--- src/rtl/exc_gen_pkg.sv ---
// Shared constants, FSM state type and the code-to-mode acceptance map for
// the exception code generator.
package exc_gen_pkg;

    localparam logic [3:0] EXC_NONE      = 4'd0;
    localparam logic [3:0] EXC_RST       = 4'd1;
    localparam logic [3:0] EXC_ERR       = 4'd2;
    localparam logic [3:0] EXC_CONT      = 4'd3;
    localparam logic [3:0] EXC_PAUSE     = 4'd4;
    localparam logic [3:0] EXC_UART      = 4'd5;
    localparam logic [3:0] EXC_UART_DONE = 4'd6;

    localparam logic [3:0] MODE_ERR   = 4'd2;
    localparam logic [3:0] MODE_PAUSE = 4'd4;
    localparam logic [3:0] MODE_RUN   = 4'd5;
    localparam logic [3:0] MODE_UART  = 4'd6;

    localparam int N_BTN      = 5;
    localparam int N_SLOT     = 7;
    localparam int SLOT_RST   = 0;
    localparam int SLOT_ERR   = 1;
    localparam int SLOT_PAUSE = 2;
    localparam int SLOT_CONT  = 3;
    localparam int SLOT_UART  = 4;
    localparam int SLOT_UDONE = 5;
    localparam int SLOT_ECALL = 6;

    typedef enum logic [1:0] {
        ST_IDLE    = 2'd0,
        ST_ISSUE   = 2'd1,
        ST_WAIT    = 2'd2,
        ST_HOLDOFF = 2'd3
    } state_e;

    function automatic logic [3:0] expected_mode(input logic [3:0] code);
        case (code)
            EXC_RST:       expected_mode = MODE_RUN;
            EXC_ERR:       expected_mode = MODE_ERR;
            EXC_CONT:      expected_mode = MODE_RUN;
            EXC_PAUSE:     expected_mode = MODE_PAUSE;
            EXC_UART:      expected_mode = MODE_UART;
            EXC_UART_DONE: expected_mode = MODE_RUN;
            default:       expected_mode = MODE_RUN;
        endcase
    endfunction

endpackage

--- src/rtl/btn_debounce.sv ---
// One button: two-flop synchroniser, stability counter and a one-cycle pulse
// on each rising edge of the debounced level.
module btn_debounce #(
    parameter int DEBOUNCE_CYCLES = 200000,
    parameter int CNT_W           = 18
) (
    input  logic clk_i,
    input  logic rst_n_i,
    input  logic btn_i,
    output logic rise_o
);

    localparam logic [CNT_W-1:0] CNT_MAX = CNT_W'(DEBOUNCE_CYCLES - 1);

    logic [1:0]       r_sync;
    logic             r_level;
    logic             r_rise;
    logic [CNT_W-1:0] r_cnt;

    // Level only follows the synchronised input after an unbroken run of differing samples.
    always_ff @(posedge clk_i or negedge rst_n_i) begin
        if (!rst_n_i) begin
            r_sync  <= 2'b00;
            r_level <= 1'b0;
            r_rise  <= 1'b0;
            r_cnt   <= {CNT_W{1'b0}};
        end else begin
            r_sync <= {r_sync[0], btn_i};
            r_rise <= 1'b0;
            if (r_sync[1] == r_level) begin
                r_cnt <= {CNT_W{1'b0}};
            end else if (r_cnt == CNT_MAX) begin
                r_level <= r_sync[1];
                r_rise  <= r_sync[1];
                r_cnt   <= {CNT_W{1'b0}};
            end else begin
                r_cnt <= r_cnt + {{(CNT_W-1){1'b0}}, 1'b1};
            end
        end
    end

    assign rise_o = r_rise;

endmodule

--- src/rtl/exc_code_gen.sv ---
// Turns debounced buttons, UART-done and CPU ecalls into held exception codes for the
// mode controller. Optional sticky error lock is enabled by EXC_GEN_STICKY_ERR_EN.
module exc_code_gen
    import exc_gen_pkg::*;
#(
    parameter int DEBOUNCE_CYCLES = 200000,
    parameter int ACK_TIMEOUT     = 64,
    parameter int CNT_W           = 18
) (
    input  logic             clk_i,
    input  logic             rst_n_i,
    input  logic [N_BTN-1:0] btn_i,
    input  logic             ecall_valid_i,
    input  logic [3:0]       ecall_code_i,
    input  logic             uart_done_i,
    input  logic [3:0]       mode_i,
    output logic [3:0]       exc_code_o,
    output logic             set_cnt_o,
    output logic             busy_o,
    output logic             timeout_o
);

    localparam int              WAIT_W  = $clog2(ACK_TIMEOUT + 1);
    localparam logic [WAIT_W-1:0] WAIT_MAX = WAIT_W'(ACK_TIMEOUT - 1);

    logic [N_BTN-1:0]  w_rise;
    logic [N_SLOT-1:0] r_pend;
    logic [3:0]        r_ecall_code;
    logic              w_ecall_ok;
    logic [N_SLOT-1:0] w_set;
    logic [N_SLOT-1:0] w_elig;
    logic [N_SLOT-1:0] w_drop;
    logic [N_SLOT-1:0] w_grant_oh;
    logic [3:0]        w_grant_code;
    logic              w_grant_fire;
    logic              w_ack;

    state_e            r_state, w_state_nxt;
    logic [3:0]        r_code, w_code_nxt;
    logic [3:0]        r_exc_code, w_exc_nxt;
    logic              r_set_cnt, w_set_cnt_nxt;
    logic              r_busy;
    logic              r_timeout, w_timeout_nxt;
    logic [WAIT_W-1:0] r_wait_cnt, w_wait_nxt;

    for (genvar g = 0; g < N_BTN; g++) begin : g_btn
        btn_debounce #(
            .DEBOUNCE_CYCLES (DEBOUNCE_CYCLES),
            .CNT_W           (CNT_W)
        ) u_deb (
            .clk_i   (clk_i),
            .rst_n_i (rst_n_i),
            .btn_i   (btn_i[g]),
            .rise_o  (w_rise[g])
        );
    end

    assign w_ecall_ok = ecall_valid_i && (ecall_code_i != 4'd0) && (ecall_code_i <= 4'd6);
    assign w_set      = {w_ecall_ok, uart_done_i, w_rise};

`ifdef EXC_GEN_STICKY_ERR_EN
    localparam logic [N_SLOT-1:0] LOCK_MASK = 7'b001_0001;
    logic r_err_lock, w_lock_nxt;

    assign w_elig = r_err_lock ? (r_pend & LOCK_MASK) : r_pend;
    assign w_drop = r_err_lock ? (r_pend & ~LOCK_MASK) : {N_SLOT{1'b0}};

    // Lock engages on an acknowledged error and is released by issuing rst or uart.
    always_comb begin
        w_lock_nxt = r_err_lock;
        if (w_grant_fire && ((w_grant_code == EXC_RST) || (w_grant_code == EXC_UART))) begin
            w_lock_nxt = 1'b0;
        end else if (w_ack && (r_code == EXC_ERR)) begin
            w_lock_nxt = 1'b1;
        end else begin
            w_lock_nxt = r_err_lock;
        end
    end

    // Error lock flag register.
    always_ff @(posedge clk_i or negedge rst_n_i) begin
        if (!rst_n_i) begin
            r_err_lock <= 1'b0;
        end else begin
            r_err_lock <= w_lock_nxt;
        end
    end
`else
    assign w_elig = r_pend;
    assign w_drop = {N_SLOT{1'b0}};
`endif

    // Fixed-priority arbiter: uart, rst, err, pause, continue, uart_done, ecall.
    always_comb begin
        w_grant_oh   = {N_SLOT{1'b0}};
        w_grant_code = EXC_NONE;
        if (w_elig[SLOT_UART]) begin
            w_grant_oh[SLOT_UART] = 1'b1;
            w_grant_code          = EXC_UART;
        end else if (w_elig[SLOT_RST]) begin
            w_grant_oh[SLOT_RST] = 1'b1;
            w_grant_code         = EXC_RST;
        end else if (w_elig[SLOT_ERR]) begin
            w_grant_oh[SLOT_ERR] = 1'b1;
            w_grant_code         = EXC_ERR;
        end else if (w_elig[SLOT_PAUSE]) begin
            w_grant_oh[SLOT_PAUSE] = 1'b1;
            w_grant_code           = EXC_PAUSE;
        end else if (w_elig[SLOT_CONT]) begin
            w_grant_oh[SLOT_CONT] = 1'b1;
            w_grant_code          = EXC_CONT;
        end else if (w_elig[SLOT_UDONE]) begin
            w_grant_oh[SLOT_UDONE] = 1'b1;
            w_grant_code           = EXC_UART_DONE;
        end else if (w_elig[SLOT_ECALL]) begin
            w_grant_oh[SLOT_ECALL] = 1'b1;
            w_grant_code           = r_ecall_code;
        end else begin
            w_grant_oh   = {N_SLOT{1'b0}};
            w_grant_code = EXC_NONE;
        end
    end

    // Pending slots: new requests are OR-ed in after clearing, so a same-cycle re-request survives.
    always_ff @(posedge clk_i or negedge rst_n_i) begin
        if (!rst_n_i) begin
            r_pend       <= {N_SLOT{1'b0}};
            r_ecall_code <= EXC_NONE;
        end else begin
            r_pend <= (r_pend & ~((w_grant_fire ? w_grant_oh : {N_SLOT{1'b0}}) | w_drop)) | w_set;
            if (w_ecall_ok) begin
                r_ecall_code <= ecall_code_i;
            end else begin
                r_ecall_code <= r_ecall_code;
            end
        end
    end

    // FSM next state and next registered outputs.
    always_comb begin
        w_state_nxt   = r_state;
        w_code_nxt    = r_code;
        w_exc_nxt     = r_exc_code;
        w_set_cnt_nxt = 1'b0;
        w_timeout_nxt = r_timeout;
        w_wait_nxt    = r_wait_cnt;
        w_grant_fire  = 1'b0;
        w_ack         = 1'b0;
        case (r_state)
            ST_IDLE: begin
                if (|w_elig) begin
                    w_grant_fire  = 1'b1;
                    w_state_nxt   = ST_ISSUE;
                    w_code_nxt    = w_grant_code;
                    w_exc_nxt     = w_grant_code;
                    w_set_cnt_nxt = (w_grant_code == EXC_RST);
                end else begin
                    w_exc_nxt = EXC_NONE;
                end
            end
            ST_ISSUE: begin
                w_state_nxt = ST_WAIT;
                w_wait_nxt  = {WAIT_W{1'b0}};
            end
            ST_WAIT: begin
                if (mode_i == expected_mode(r_code)) begin
                    w_ack       = 1'b1;
                    w_state_nxt = ST_HOLDOFF;
                    w_exc_nxt   = EXC_NONE;
                end else if (r_wait_cnt == WAIT_MAX) begin
                    w_timeout_nxt = 1'b1;
                    w_state_nxt   = ST_HOLDOFF;
                    w_exc_nxt     = EXC_NONE;
                end else begin
                    w_wait_nxt = r_wait_cnt + {{(WAIT_W-1){1'b0}}, 1'b1};
                end
            end
            ST_HOLDOFF: begin
                w_state_nxt = ST_IDLE;
                w_exc_nxt   = EXC_NONE;
            end
            default: begin
                w_state_nxt = ST_IDLE;
                w_exc_nxt   = EXC_NONE;
            end
        endcase
    end

    // FSM state and output registers; busy reflects the state being entered.
    always_ff @(posedge clk_i or negedge rst_n_i) begin
        if (!rst_n_i) begin
            r_state    <= ST_IDLE;
            r_code     <= EXC_NONE;
            r_exc_code <= EXC_NONE;
            r_set_cnt  <= 1'b0;
            r_busy     <= 1'b0;
            r_timeout  <= 1'b0;
            r_wait_cnt <= {WAIT_W{1'b0}};
        end else begin
            r_state    <= w_state_nxt;
            r_code     <= w_code_nxt;
            r_exc_code <= w_exc_nxt;
            r_set_cnt  <= w_set_cnt_nxt;
            r_busy     <= (w_state_nxt != ST_IDLE);
            r_timeout  <= w_timeout_nxt;
            r_wait_cnt <= w_wait_nxt;
        end
    end

    assign exc_code_o = r_exc_code;
    assign set_cnt_o  = r_set_cnt;
    assign busy_o     = r_busy;
    assign timeout_o  = r_timeout;

endmodule

--- config.mk ---
export PLATFORM = sky130hd
export DESIGN_NAME = exc_code_gen
export DESIGN_NICKNAME = d
export VERILOG_FILES = /design/src/rtl/exc_gen_pkg.sv /design/src/rtl/btn_debounce.sv /design/src/rtl/exc_code_gen.sv
export SDC_FILE = /design/constraint.sdc
export NUM_CORES = 1
export LEC_CHECK = 0
export CORE_ASPECT_RATIO = 1.4
export CORE_MARGIN = 4
export CORE_UTILIZATION = 54
export CTS_BUF_LIST = sky130_fd_sc_hd__clkbuf_4 sky130_fd_sc_hd__clkbuf_8 sky130_fd_sc_hd__clkbuf_16
export DETAILED_ROUTE_END_ITERATION = 8
export PLACE_DENSITY_LB_ADDON = 0.25
export SLEW_MARGIN = 20
export SYNTH_ARGS = -nofsm -noshare
export SYNTH_HDL_FRONTEND = slang
export SYNTH_SLANG_ARGS = --single-unit
--- constraint.sdc ---
create_clock -name clk_i -period 2.2 [get_ports clk_i]
set_input_delay 0.44 -clock clk_i [delete_from_list [all_inputs] [get_ports clk_i]]
set_output_delay 0.44 -clock clk_i [all_outputs]
set_load 0.01 [all_outputs]
* Word level (Yosys, flattened, before mapping)
Cells that the tools add are included.
** Cells by class
- $add $sub $neg :: 6
- $lt $le $gt $ge :: 1
- Eq/ne operators :: 22
- Muxes and demuxes :: 67
- Bitwise gates (word level) :: 9
- Reduce and logical (&&, ||, !) cells :: 17
** Operators with widths (number)
- 2-to-1 mux 18 bit :: 10
- adder 18 x 1 -> 18 bit, second input constant :: 5
- == test 18 bit, second input constant :: 5
- 2-to-1 mux 4 bit :: 13
- 2-to-1 mux 5 bit :: 6
- 2-to-1 mux 1 bit :: 23
- 2-to-1 mux 7 bit :: 3
- case mux 7 bit (2 select lines) :: 1
- AND reduction 2 bit :: 7
- case mux 4 bit (3 select lines) :: 1
- 2-to-1 mux 2 bit :: 5
- case mux 3 bit (3 select lines) :: 1
- == test 4 x 3 -> 1 bit, second input constant :: 2
- case mux 2 bit (4 select lines) :: 1
- adder 7 x 1 -> 7 bit, second input constant :: 1
- AND 7 bit :: 1
- == test 7 x 6 -> 1 bit, second input constant :: 1
- inverter 7 bit :: 1
- bitwise OR 7 bit :: 1
- OR reduction 7 bit :: 1
- 2-to-1 mux 3 bit :: 2
- 2-to-1 mux 6 bit :: 1
- inverter 1 bit :: 6
- AND reduction 3 bit :: 2
- 14 further kinds :: 22
** Word-level totals
- Register bits :: 141
- Bits of input ports :: 17
- Output and inout port bits :: 7
- Logic and storage cells :: 151

* Longest topological paths before layout
Gate-level depths: netlist of run 1.
- Word-level depth :: 14
- Depth in mapped cells :: 8
- Gate-level depth less buffers :: 7

* By module
A second synthesis of run 1 with hierarchy kept.
** Unflattened totals
- Cells, all modules :: 688
- Area, all modules :: 6936.7 µm²
** Modules (own cells, without submodules)
- btn_debounce :: instances 5, cells each 103, area each 1054.8 µm², sequential area each 550.5 µm²
- exc_code_gen :: instances 1, cells each 173, area each 1662.8 µm², sequential area each 775.7 µm²

* Least setup slack after synthesis of run 1
Ideal clock, no wire load.
- Path kind :: register -> register
- Start :: register g_btn[0].u_deb.r_cnt[0]
- End :: register g_btn[0].u_deb.r_cnt[10]
- Arrival time :: 1.690 ns
- Required time :: 2.079 ns
- Setup slack :: 0.389 ns
- Cell stages (with the launch flop) :: 8
- Path buffers :: 1
- Path through :: dfrtp_1 -> ha_1 -> nand4_1 -> or2_2 -> nand4b_1 -> nand2_1 -> buf_2 -> nor2_1
** On the way
- Longest elaborated chain between the ends :: 3
- Elaborated cells on any way between the ends :: 4
- Those cells by class :: add/sub (1); eq/ne (1); mux (2)
** RTL lines
- start, declared :: RTL line btn_debounce.sv:18 : logic [CNT_W-1:0] r_cnt;
- start signal, assigned :: RTL line btn_debounce.sv:26 : r_cnt <= {CNT_W{1'b0}};
- start signal, assigned :: RTL line btn_debounce.sv:31 : r_cnt <= {CNT_W{1'b0}};
- start signal, assigned :: RTL line btn_debounce.sv:35 : r_cnt <= {CNT_W{1'b0}};
- adder 18 x 1 -> 18 bit / == test 18 bit (equally long branches) :: RTL line btn_debounce.sv:37, btn_debounce.sv:32
- 2-to-1 mux 18 bit * :: RTL line btn_debounce.sv:32 : end else if (r_cnt == CNT_MAX) begin
- 2-to-1 mux 18 bit * :: RTL line btn_debounce.sv:30 : if (r_sync[1] == r_level) begin
Mark *: on every way between the ends. The rest lies on a longest branch, timed or not.
A chain may end at the register's enable or synchronous reset.

* Worst setup path in the final report of run 1
- Start :: register g_btn[0].u_deb.r_cnt[0]
- End :: register g_btn[0].u_deb.r_cnt[13]
Same word-level chain as after synthesis.

==> out/qor.yml, run 1 <==
sta:
  worst_pin_slew_ps: 523
  holdWs_ps: 348
  setup_viol: 0
  finalCritPeriodShare: 0.882
  rsz0062_at_grt: "false"
  finClkSkew_ps: 8.89
  maxSlewViolCount: 0
  max_slew_margin: 0.651
  hold_viol: 0
  period_needed_ps: 1940
  max_freq_mhz: 515
floorplanning:
  io_pins: 24
  die_y_um: 139
  initial_core_util: 0.557
  core_sq_mm: 0.0119
  rows: 47
  die_x_um: 102
  dieArea_sq_mm: 0.0142
logic_synthesis:
  netlist_area_sq_mm: 0.00665
  async_flop_share: 1.00
  syn_inst: 642
  synth_edf_count: 0
  syn_nets: 671
  yosysWarningCount: 0
  syn_avg_cell_area_sq_um: 10.4
  synthDistinctLibCells: 56
  ys_ff_latch: 141
  yosysSeqAreaShare: 0.531
  synth_flop_cell: "dfrtp_1"
drt:
  wl_per_cell_um: 14.1
  vias: 4633
  initialDrtViolationCount: 193
  routed_via_density: 5.51
  drc: 0
  ant_nets: 0
  dr.pass1.iters: 4
  totalWireLength_mm: 11.9
global_route:
  grt_pass1_wl_mm: 21.2
  grt_pass1_vias: 4678
  antenna_found_initial: 0
  overflow: 0
  grtUsageTotal: 0.186
  grt_max_degree: 57
clocking:
  clock_path_buffers: 2
  clk_latency_ps: 420
  postCtsSetupRepairBufs: 0
  root_buffer: "clkbuf_16"
  cts_buffers: 17
  clkSinkCount: 141
  cts_tree: "built"
  clk_pin_slew_ps: 60
  htreeDepth: 4
setup_path:
  cp-end-kind: "flip-flop"
  worst_ep_arrival_time_ps: 2240
  start_kind: "flip-flop"
  worst_ep_required_time_ps: 2500
  critPathMaxFanout: 16
  path_class: "flip-flop to flip-flop"
  r2r_setup_slack_ps: 260
layout:
  num_antenna_cells: 0
  fin_util: 0.647
  final_layout_size_suffix_gt1_frac: 0.0879
  area_growth_syn_to_layout_pct: 16.2
  fill_cells: 933
  nets: 710
power_and_ir_drop:
  combPwrFrac: 0.140
  p_seq_frac: 0.435
  p_leak_uw: 0.00341
  ir_drop_mv: 0.468
  pwr-share-clk: 0.425
  p_int_uw: 5020
  powerDensity_mw_per_mm2: 874
  p_switching_uw: 1740
  switching_share: 0.258
place:
  dpl.hpwl_mm: 8.19
  gp_congestion: 0.827
  port_buffers: 23
worst_hold_path:
  hp-class: "flip-flop to flip-flop"
flow_run:
  maxCapViolations: 0
outcome:
  outcome: "finished, final reports clean"
Yosys cell counts (7+ instances only):
master,number,area share
inv_1,16,0.0090
nand3_1,29,0.022
nor2_1,116,0.066
nand2_1,42,0.024
and2_1,12,0.011
nand2b_1,8,0.0075
and4_1,11,0.014
ha_1,12,0.023
o21ai_0,8,0.0060
xor2_1,44,0.058
dfrtp_1,141,0.53
nand4_1,25,0.024
and3_1,11,0.010
buf_2,10,0.0075
xnor2_1,43,0.057
mux2_2,7,0.012
nor3_1,15,0.011
cells by family (layout without fill, tap and decap cells):
logic type,after synthesis,after routing,share of synthesized area
AO/OA/AOI/OAI,39,39,0.0410
XOR/XNOR,87,87,0.115
adder cells (fa/ha/maj),12,12,0.0226
buffers and inverters,34,86,0.0233
flip-flops,141,141,0.531
multiplexers,10,10,0.0164
AND/OR/NAND/NOR,319,319,0.251
power by group through the flow:
stage | clock network (uW) | registers, uW | logic [uW]
final | 2870 | 2940 | 949
after floorplan | 0 | 2950 | 647
after detailed placement | 0 | 2980 | 957
after global routing | 3060 | 2960 | 1090
after CTS | 2920 | 2940 | 959
after global placement | 0 | 2960 | 911
repair_timing:
item / 4_1_cts / 5_1_grt
gates resized for setup: 0 / 0
hold buffers: 1 / 0
endpoints found under the hold margin: 2 / 0
per-layer routing:
| layer | routed length [um] | part of all wire | GRT usage | vias up |
|---|---|---|---|---|
| met3 | 413 | 0.035 | 0.0511 | 10 |
| li1 | - | - | - | 2276 |
| met4 | 144 | 0.012 | 0.0595 | 0 |
| met1 | 5180 | 0.44 | 0.229 | 2280 |
| met5 | 0 | 0 | 0 | - |
| met2 | 6140 | 0.52 | 0.314 | 67 |
critical path: stages (launching register included):
cell      delay (ps)
dfrtp_1          390
ha_1             220
nand4_1          190
or2_2            330
nand4b_1         300
nand2_1          190
buf_12           150
nor2_1            60
placed cells by master, fill, tap and decap left out, types with 4 or more instances in the layout:
cell type	count
and2_1	12
nor3_1	15
nor2_1	116
a21oi_1	5
or2_1	4
clkbuf_16	17
a21o_1	5
and3b_1	4
nand2_1	42
clkdlybuf4s50_1	22
mux2_2	7
buf_4	11
xor2_1	44
clkbuf_8	4
xnor2_1	43
nor4b_1	5
nand3_1	29
nor3b_1	5
dfrtp_1	141
nor4_1	5
and4_1	11
ha_1	12
o21ai_0	8
nand4_1	25
nand2b_1	8
nor2b_1	5
and3_1	11
inv_1	16
registers in the layout (all words and copies together), names as in the netlist:
name	count
r_wait_cnt	7
exc_code_o	4
g_btn.u_deb.r_sync	10
r_pend	7
r_state	2
set_cnt_o	1
g_btn.u_deb.r_level	5
g_btn.u_deb.rise_o	5
r_code	4
busy_o	1
g_btn.u_deb.r_cnt	90
timeout_o	1
r_ecall_code	4
metrics by stage:
step | total power (uW) | cells | setup WS, ps | instance area, sq um | TNS [ps]
after global placement | 3880 | 808 | -62.7 | 7110 | -109
after floorplan | 3600 | 642 | 389 | 6650 | 0
final | 6760 | 841 | 259 | 7730 | 0
after CTS | 6820 | 841 | 247 | 7730 | 0
after detailed placement | 3940 | 808 | -157 | 7110 | -548
after global routing | 7110 | 841 | 113 | 7730 | 0
layout make-up:
type | count | area [sq um] | area share
Multi-Input combinational cell | 467 | 2960 | 0.384
Timing Repair Buffer | 38 | 384 | 0.0497
Clock inverter | 9 | 110 | 0.0143
Sequential cell | 141 | 3530 | 0.457
Inverter | 16 | 60.1 | 0.00777
Tap cell | 147 | 184 | 0.0238
Clock buffer | 23 | 495 | 0.0641
worst paths after layout:
| path | startpoint | end | depth (start not counted) |
|---|---|---|---|
| max in group asynchronous | rst_n_i | g_btn[1].u_deb.r_sync[1] | 3 |
| min in group asynchronous | rst_n_i | r_wait_cnt[6] | 2 |
| min reg2reg | g_btn[3].u_deb.r_sync[0] | g_btn[3].u_deb.r_sync[1] | 0 |
| min | g_btn[3].u_deb.r_sync[0] | g_btn[3].u_deb.r_sync[1] | 0 |
| max | g_btn[0].u_deb.r_cnt[0] | g_btn[0].u_deb.r_cnt[13] | 7 |
| max reg2reg | g_btn[0].u_deb.r_cnt[0] | g_btn[0].u_deb.r_cnt[13] | 7 |
(Power assumes the default switching activity.)
==> run 2, diff against run 1 <==
--- a/config.mk
+++ b/config.mk
@@ -6,7 +6,6 @@
 export NUM_CORES = 1
 export LEC_CHECK = 0
 export CORE_ASPECT_RATIO = 1.4
-export CORE_MARGIN = 4
 export CORE_UTILIZATION = 54
 export CTS_BUF_LIST = sky130_fd_sc_hd__clkbuf_4 sky130_fd_sc_hd__clkbuf_8 sky130_fd_sc_hd__clkbuf_16
 export DETAILED_ROUTE_END_ITERATION = 8
==> run 2 against run 1 <==
Against the previous run:
- the run now ends with hold timing left
- global-route usage increased by 3.1 points
- sequential power about the same
- die area decreased by 9.9%
- register-to-register slack got worse by 60 ps
- sequential share of layout area decreased by 0.29 points
- critical path type unchanged
==> out/qor.yml, run 2 (same netlist as run 1, synthesis figures left out) <==
global_route:
  grt_pass1_wl_mm: 21.4  # +0.58%
  grtUsageTotal: 0.217  # +0.0305
  grt_pass1_vias: 4777  # +2.1%
  grt_max_degree: 59  # +3.5%
  antenna_found_initial: 0  # unchanged
  overflow: 0  # unchanged
power_and_ir_drop:
  ir_drop_mv: 0.528  # +13%
  p_leak_uw: 0.00345  # +1.1%
  p_seq_frac: 0.414  # -0.021
  switching_share: 0.247  # -0.0101
  pwr-share-clk: 0.452  # +0.027
  p_switching_uw: 1760  # +1.1%
  powerDensity_mw_per_mm2: 914  # +4.6%
  p_int_uw: 5350  # +6.7%
  combPwrFrac: 0.134  # -0.006
floorplanning:
  io_pins: 24  # unchanged
  initial_core_util: 0.557  # unchanged
  die_x_um: 95.8  # -5.9%
  die_y_um: 133  # -4.3%
  dieArea_sq_mm: 0.0128  # -9.9%
  rows: 47  # unchanged
  core_sq_mm: 0.0119  # unchanged
setup_path:
  critPathMaxFanout: 16  # unchanged
  worst_ep_arrival_time_ps: 2300  # +60 ps
  path_class: "flip-flop to flip-flop"
  cp-end-kind: "flip-flop"
  start_kind: "flip-flop"
  worst_ep_required_time_ps: 2500  # about the same
layout:
  num_antenna_cells: 0  # unchanged
  regMostFlops: "g_btn.u_deb.r_cnt"
  design_area_sq_mm: 0.00778  # +0.65%
  final_cell_mix: "dfrtp_1 (141), nor2_1 (116), xor2_1 (44), xnor2_1 (43), nand2_1 (42)"
  area_growth_syn_to_layout_pct: 17.0
  top_regs: "g_btn.u_deb.r_cnt: 90 flops, g_btn.u_deb.r_sync: 10 flops"
  mostFrequentLayoutCell: "dfrtp_1"
  final_layout_size_suffix_gt1_frac: 0.0893  # +0.00144
  largest_register_ffs: 90  # unchanged
  fill_cells: 938  # +0.54%
  nets: 710  # unchanged
place:
  port_buffers: 23  # unchanged
  dpl.hpwl_mm: 8.17  # -0.33%
  dpl_worst_slack_ps: -121  # +35.8 ps
  dpl_cell_area_sq_mm: 0.00711  # about the same
  gp_congestion: 0.829  # +0.19%
drt:
  dr.pass1.iters: 4  # unchanged
  routed_via_density: 5.61  # +1.7%
  drc: 0  # unchanged
  totalWireLength_mm: 12.2  # +2.8%
  initialDrtViolationCount: 186  # -3.6%
  vias: 4714  # +1.7%
  ant_nets: 0  # unchanged
  wl_per_cell_um: 14.5  # +2.8%
clocking:
  hold_buffers: 0  # -1
  cts_resized: 0  # unchanged
  postCtsSetupRepairBufs: 0  # unchanged
  cts_buffers: 17  # unchanged
  root_buffer: "clkbuf_16"
  htreeDepth: 4  # unchanged
  cts_tree: "built"
  clk_pin_slew_ps: 60  # about the same
  clock_path_buffers: 2  # unchanged
  clkSinkCount: 141  # unchanged
  clk_latency_ps: 410  # about the same
sta:
  setup_viol: 0  # unchanged
  maxSlewViolCount: 0  # unchanged
  finalCritPeriodShare: 0.910  # +0.0278
  holdWs_ps: -13.8  # -362 ps
  rsz0062_at_grt: "false"
  max_slew_margin: 0.633  # -0.0179
  worst_pin_slew_ps: 550  # +26.9 ps
  period_needed_ps: 2000  # +61.2 ps
  hold_viol: 6  # +6
  finClkSkew_ps: 7.85  # -1.04 ps
  max_freq_mhz: 499  # -3.1%
  worst_slack_ps: 198  # -61.2 ps
flow_run:
  maxCapViolations: 0  # unchanged
outcome:
  outcome: "finished with violations"
  violations: "hold timing"
worst_hold_path:
  hp-class: "primary input to async pin"
[run 2: cell types whose count changed in the layout (fill, tap and decap cells not counted), sizes merged]
cell         previous run  this run
bufinv                  2         5
buf                    15        16
dlygate4sd3             1         0
inv                    16        17
clkinvlp                3         0
clkinv                  4         3
[run 2: worst max-delay path, cell delays in order, from the launching register on]
cell and delay (ps):
dfrtp_1 390, ha_1 220, nand4_1 190, or2_2 340, nand4b_1 330, nand2_1 200, buf_12 160, nor2_1 50
[run 2: cell type report]
class                   instances  area (sq um)  area share
flip-flops and latches        141          3530       0.454
multi-input cells             467          2960       0.381
clock buffers                  23           489      0.0629
repair buffers                 38           369      0.0475
well taps                     147           184      0.0237
clock inverters                 9           181      0.0233
inverters                      16          60.1     0.00772
[run 2: per-stage QoR]
stage	power [uW]	util	instances	TNS [ps]
floorplan	3600	-	642	0
global placement	3880	0.595	809	-107
detailed placement	3940	0.595	809	-609
CTS	7180	0.651	841	0
global route	7420	0.651	841	0
finish	7110	0.651	841	0
[run 2: power groups by stage]
stage / Combinational (uW) / Clock, uW / Sequential (uW)
4_1_cts: 966 / 3270 / 2940
5_1_grt: 1080 / 3370 / 2970
3_5_place_dp: 959 / 0 / 2980
3_3_place_gp: 911 / 0 / 2970
6_report: 955 / 3210 / 2940
2_1_floorplan: 647 / 0 / 2950
[run 2: final timing paths]
kind	startpoint	endpoint	slack [ps]	depth (start not counted)
worst max-delay path	g_btn[0].u_deb.r_cnt[0]	g_btn[0].u_deb.r_cnt[13]	200	7
worst min-delay path	rst_n_i	r_wait_cnt[2]	-10	1
worst max register to register	g_btn[0].u_deb.r_cnt[0]	g_btn[0].u_deb.r_cnt[13]	200	7
worst min register to register	g_btn[3].u_deb.r_sync[0]	g_btn[3].u_deb.r_sync[1]	350	0
max in group asynchronous	rst_n_i	g_btn[0].u_deb.r_cnt[9]	1540	2
min in group clk_i	g_btn[3].u_deb.r_sync[0]	g_btn[3].u_deb.r_sync[1]	350	0
[run 2: metal layers]
layer / vias to the layer above / track usage / wire (um) / share of wire
li1: 2288 / - / - / -
met1: 2339 / 0.265 / 5340 / 0.44
met2: 69 / 0.365 / 6440 / 0.53
met3: 18 / 0.0417 / 241 / 0.020
met4: 0 / 0.0978 / 186 / 0.015
met5: - / 0 / 0 / 0
==> run 3, diff against run 2 <==
--- a/config.mk
+++ b/config.mk
@@ -6,7 +6,7 @@
 export NUM_CORES = 1
 export LEC_CHECK = 0
 export CORE_ASPECT_RATIO = 1.4
-export CORE_UTILIZATION = 54
+export CORE_UTILIZATION = 25
 export CTS_BUF_LIST = sky130_fd_sc_hd__clkbuf_4 sky130_fd_sc_hd__clkbuf_8 sky130_fd_sc_hd__clkbuf_16
 export DETAILED_ROUTE_END_ITERATION = 8
 export PLACE_DENSITY_LB_ADDON = 0.25
==> constraint.sdc (replaced) <==
create_clock -name clk_i -period 2 [get_ports clk_i]
set_input_delay 0.4 -clock clk_i [delete_from_list [all_inputs] [get_ports clk_i]]
set_output_delay 0.4 -clock clk_i [all_outputs]
set_load 0.01 [all_outputs]
==> run 3 against run 2 <==
Against the previous run:
- the run now ends clean
- highest routed layer unchanged
- critical path type unchanged
- critical path depth down 1
- global-route usage down 11 points
- power up 1.9%
==> out/qor.yml, run 3 (same netlist as run 1, synthesis figures left out) <==
layout:
  nets: 729  # +2.7%
  top_regs: "g_btn.u_deb.r_cnt: 90 flops, g_btn.u_deb.r_sync: 10 flops"
  final_layout_size_suffix_gt1_frac: 0.111  # +0.0218
  mostFrequentLayoutCell: "dfrtp_1"
  largest_register_ffs: 90  # unchanged
  num_antenna_cells: 0  # unchanged
  fill_cells: 2715  # +190%
  area_growth_syn_to_layout_pct: 20.9
  final_cell_mix: "dfrtp_1 (141), nor2_1 (116), xor2_1 (44), xnor2_1 (43), nand2_1 (42)"
  regMostFlops: "g_btn.u_deb.r_cnt"
sta:
  hold_viol: 0  # -6
  finalCritPeriodShare: 0.943  # +0.0323
  setup_viol: 0  # unchanged
  worst_pin_slew_ps: 644  # +94.4 ps
  max_freq_mhz: 531  # +6.2%
  rsz0062_at_grt: "true"
  max_slew_margin: 0.566  # -0.0675
  period_needed_ps: 1890  # -117 ps
  finClkSkew_ps: 8.27  # +0.420 ps
  final.setup.tns_ps: 0  # unchanged
  maxSlewViolCount: 0  # unchanged
setup_path:
  worst_ep_required_time_ps: 2300  # -200 ps
  start_kind: "flip-flop"
  path_class: "flip-flop to flip-flop"
  slowest_stage: "dfrtp_1"
  timing.rr.start: "r_code[0]"
  critPathMaxStageDelay_ps: 450  # +60 ps
  crit_chain: "nor4b_4, xnor2_1, a311oi_2, buf_4, nor4b_1, or3_1"
  cp-end-kind: "flip-flop"
  critPathMaxFanout: 12  # -4
  worst_ep_arrival_time_ps: 2180  # -120 ps
  crit_start: "r_code[0]"
clocking:
  cts_tree: "built"
  clock_path_buffers: 2  # unchanged
  cts_buffers: 17  # unchanged
  root_buffer: "clkbuf_16"
  clk_latency_ps: 420  # about the same
  htreeDepth: 4  # unchanged
  clk_pin_slew_ps: 60  # about the same
  clkSinkCount: 141  # unchanged
global_route:
  overflow: 0  # unchanged
  grtUsageTotal: 0.103  # -0.113
  grt_pass1_wl_mm: 22.7  # +6.4%
  antenna_found_initial: 0  # unchanged
  grt_max_degree: 38  # -36%
  grt_pass1_vias: 4716  # -1.3%
power_and_ir_drop:
  p_leak_uw: 0.00349  # +1.1%
  power_uw: 7240  # +1.9%
  powerDensity_mw_per_mm2: 901  # -1.4%
  ir_drop_mv: 0.592  # +12%
floorplanning:
  core_sq_mm: 0.0261  # +120%
  rows: 70  # +49%
  io_pins: 24  # unchanged
  die_x_um: 140  # +46%
  dieArea_sq_mm: 0.0273  # +110%
  initial_core_util: 0.255  # -0.302
  die_y_um: 195  # +46%
outcome:
  outcome: "finished, final reports clean"
drt:
  ant_nets: 0  # unchanged
  vias: 4624  # -1.9%
  wl_per_cell_um: 12.4  # -15%
  initialDrtViolationCount: 189  # +1.6%
  totalWireLength_mm: 12.8  # +4.7%
  routed_via_density: 4.47  # -20%
  dr.pass1.iters: 4  # unchanged
  drc: 0  # unchanged
place:
  port_buffers: 23  # unchanged
  dpl.hpwl_mm: 8.76  # +7.2%
  gp_congestion: 0.710  # -14%
worst_hold_path:
  worstHoldStart: "g_btn[3].u_deb.r_sync[0]"
  hp-class: "flip-flop to flip-flop"
flow_run:
  maxCapViolations: 0  # unchanged
[run 3: changes by cell type in the layout (fill, tap and decap cells not counted)]
cell	delta
buf_12	+3
buf_4	+15
bufinv_16	-5
clkbuf_8	-1
clkinv_2	+5
clkinv_4	-2
clkinvlp_4	+2
dlygate4sd3_1	+1
inv_6	-1
nor4b_1	-1
nor4b_2	+1
[run 3: per-stage QoR]
step	utilization	cell area [sq um]	std cells	setup WS, ps	hold slack, ps
after CTS	0.308	8030	1035	89.1	351
after global placement	0.287	7500	1004	-268	333
after floorplan	-	6650	642	189	104
final	0.308	8040	1035	115	349
after global routing	0.308	8040	1035	-3.72	353
after detailed placement	0.287	7500	1004	-287	338
[run 3: what timing repair did]
| item | in CTS | in global routing |
|---|---|---|
| setup buffers | 0 | 0 |
| setup endpoints to repair | 0 | 2 |
| resized for setup | 0 | 1 |
| hold buffers | 1 | 0 |
| hold endpoints to repair | 34 | 0 |
[run 3: routing by layer]
metal  wire length, um  track usage
met4               215       0.0452
met3               315       0.0217
met2              6010        0.168
met1              6250        0.132
met5                 0            0
[run 3: critical path: cells and delay by family, from the launching register on]
family	cells	cell delay [ps]
buf+inv	1	230
compound gates	1	250
simple gates	3	740
xor+xnor	1	100
flops	1	450
[run 3: worst paths after layout]
kind | end | slack, ps | cells past startpoint
min in group asynchronous | g_btn[1].u_deb.r_sync[1] | 470 | 2
setup reg to reg | r_wait_cnt[0] | 110 | 6
max in group asynchronous | g_btn[4].u_deb.r_cnt[16] | 990 | 3
hold reg to reg | g_btn[3].u_deb.r_sync[1] | 350 | 0
hold / removal | g_btn[3].u_deb.r_sync[1] | 350 | 0
setup / recovery | r_wait_cnt[0] | 110 | 6
[run 3: final cells by class]
cell class                 count  area [sq um]  share of cell area
timing repair buffer          57           552              0.0687
clock inverter                 8          45.0             0.00560
multi-input combinational    467          2970               0.370
sequential                   141          3530               0.439
inverter                      16          60.1             0.00747
clock buffer                  22           475              0.0592
tap                          324           405              0.0504
[run 3: report_power, final]
group	switching, uW	leakage (uW)	internal (uW)
clock network	1180	0.000261	1660
logic	621	0.00132	579
registers	166	0.00190	3040
total	1960	0.00349	5280
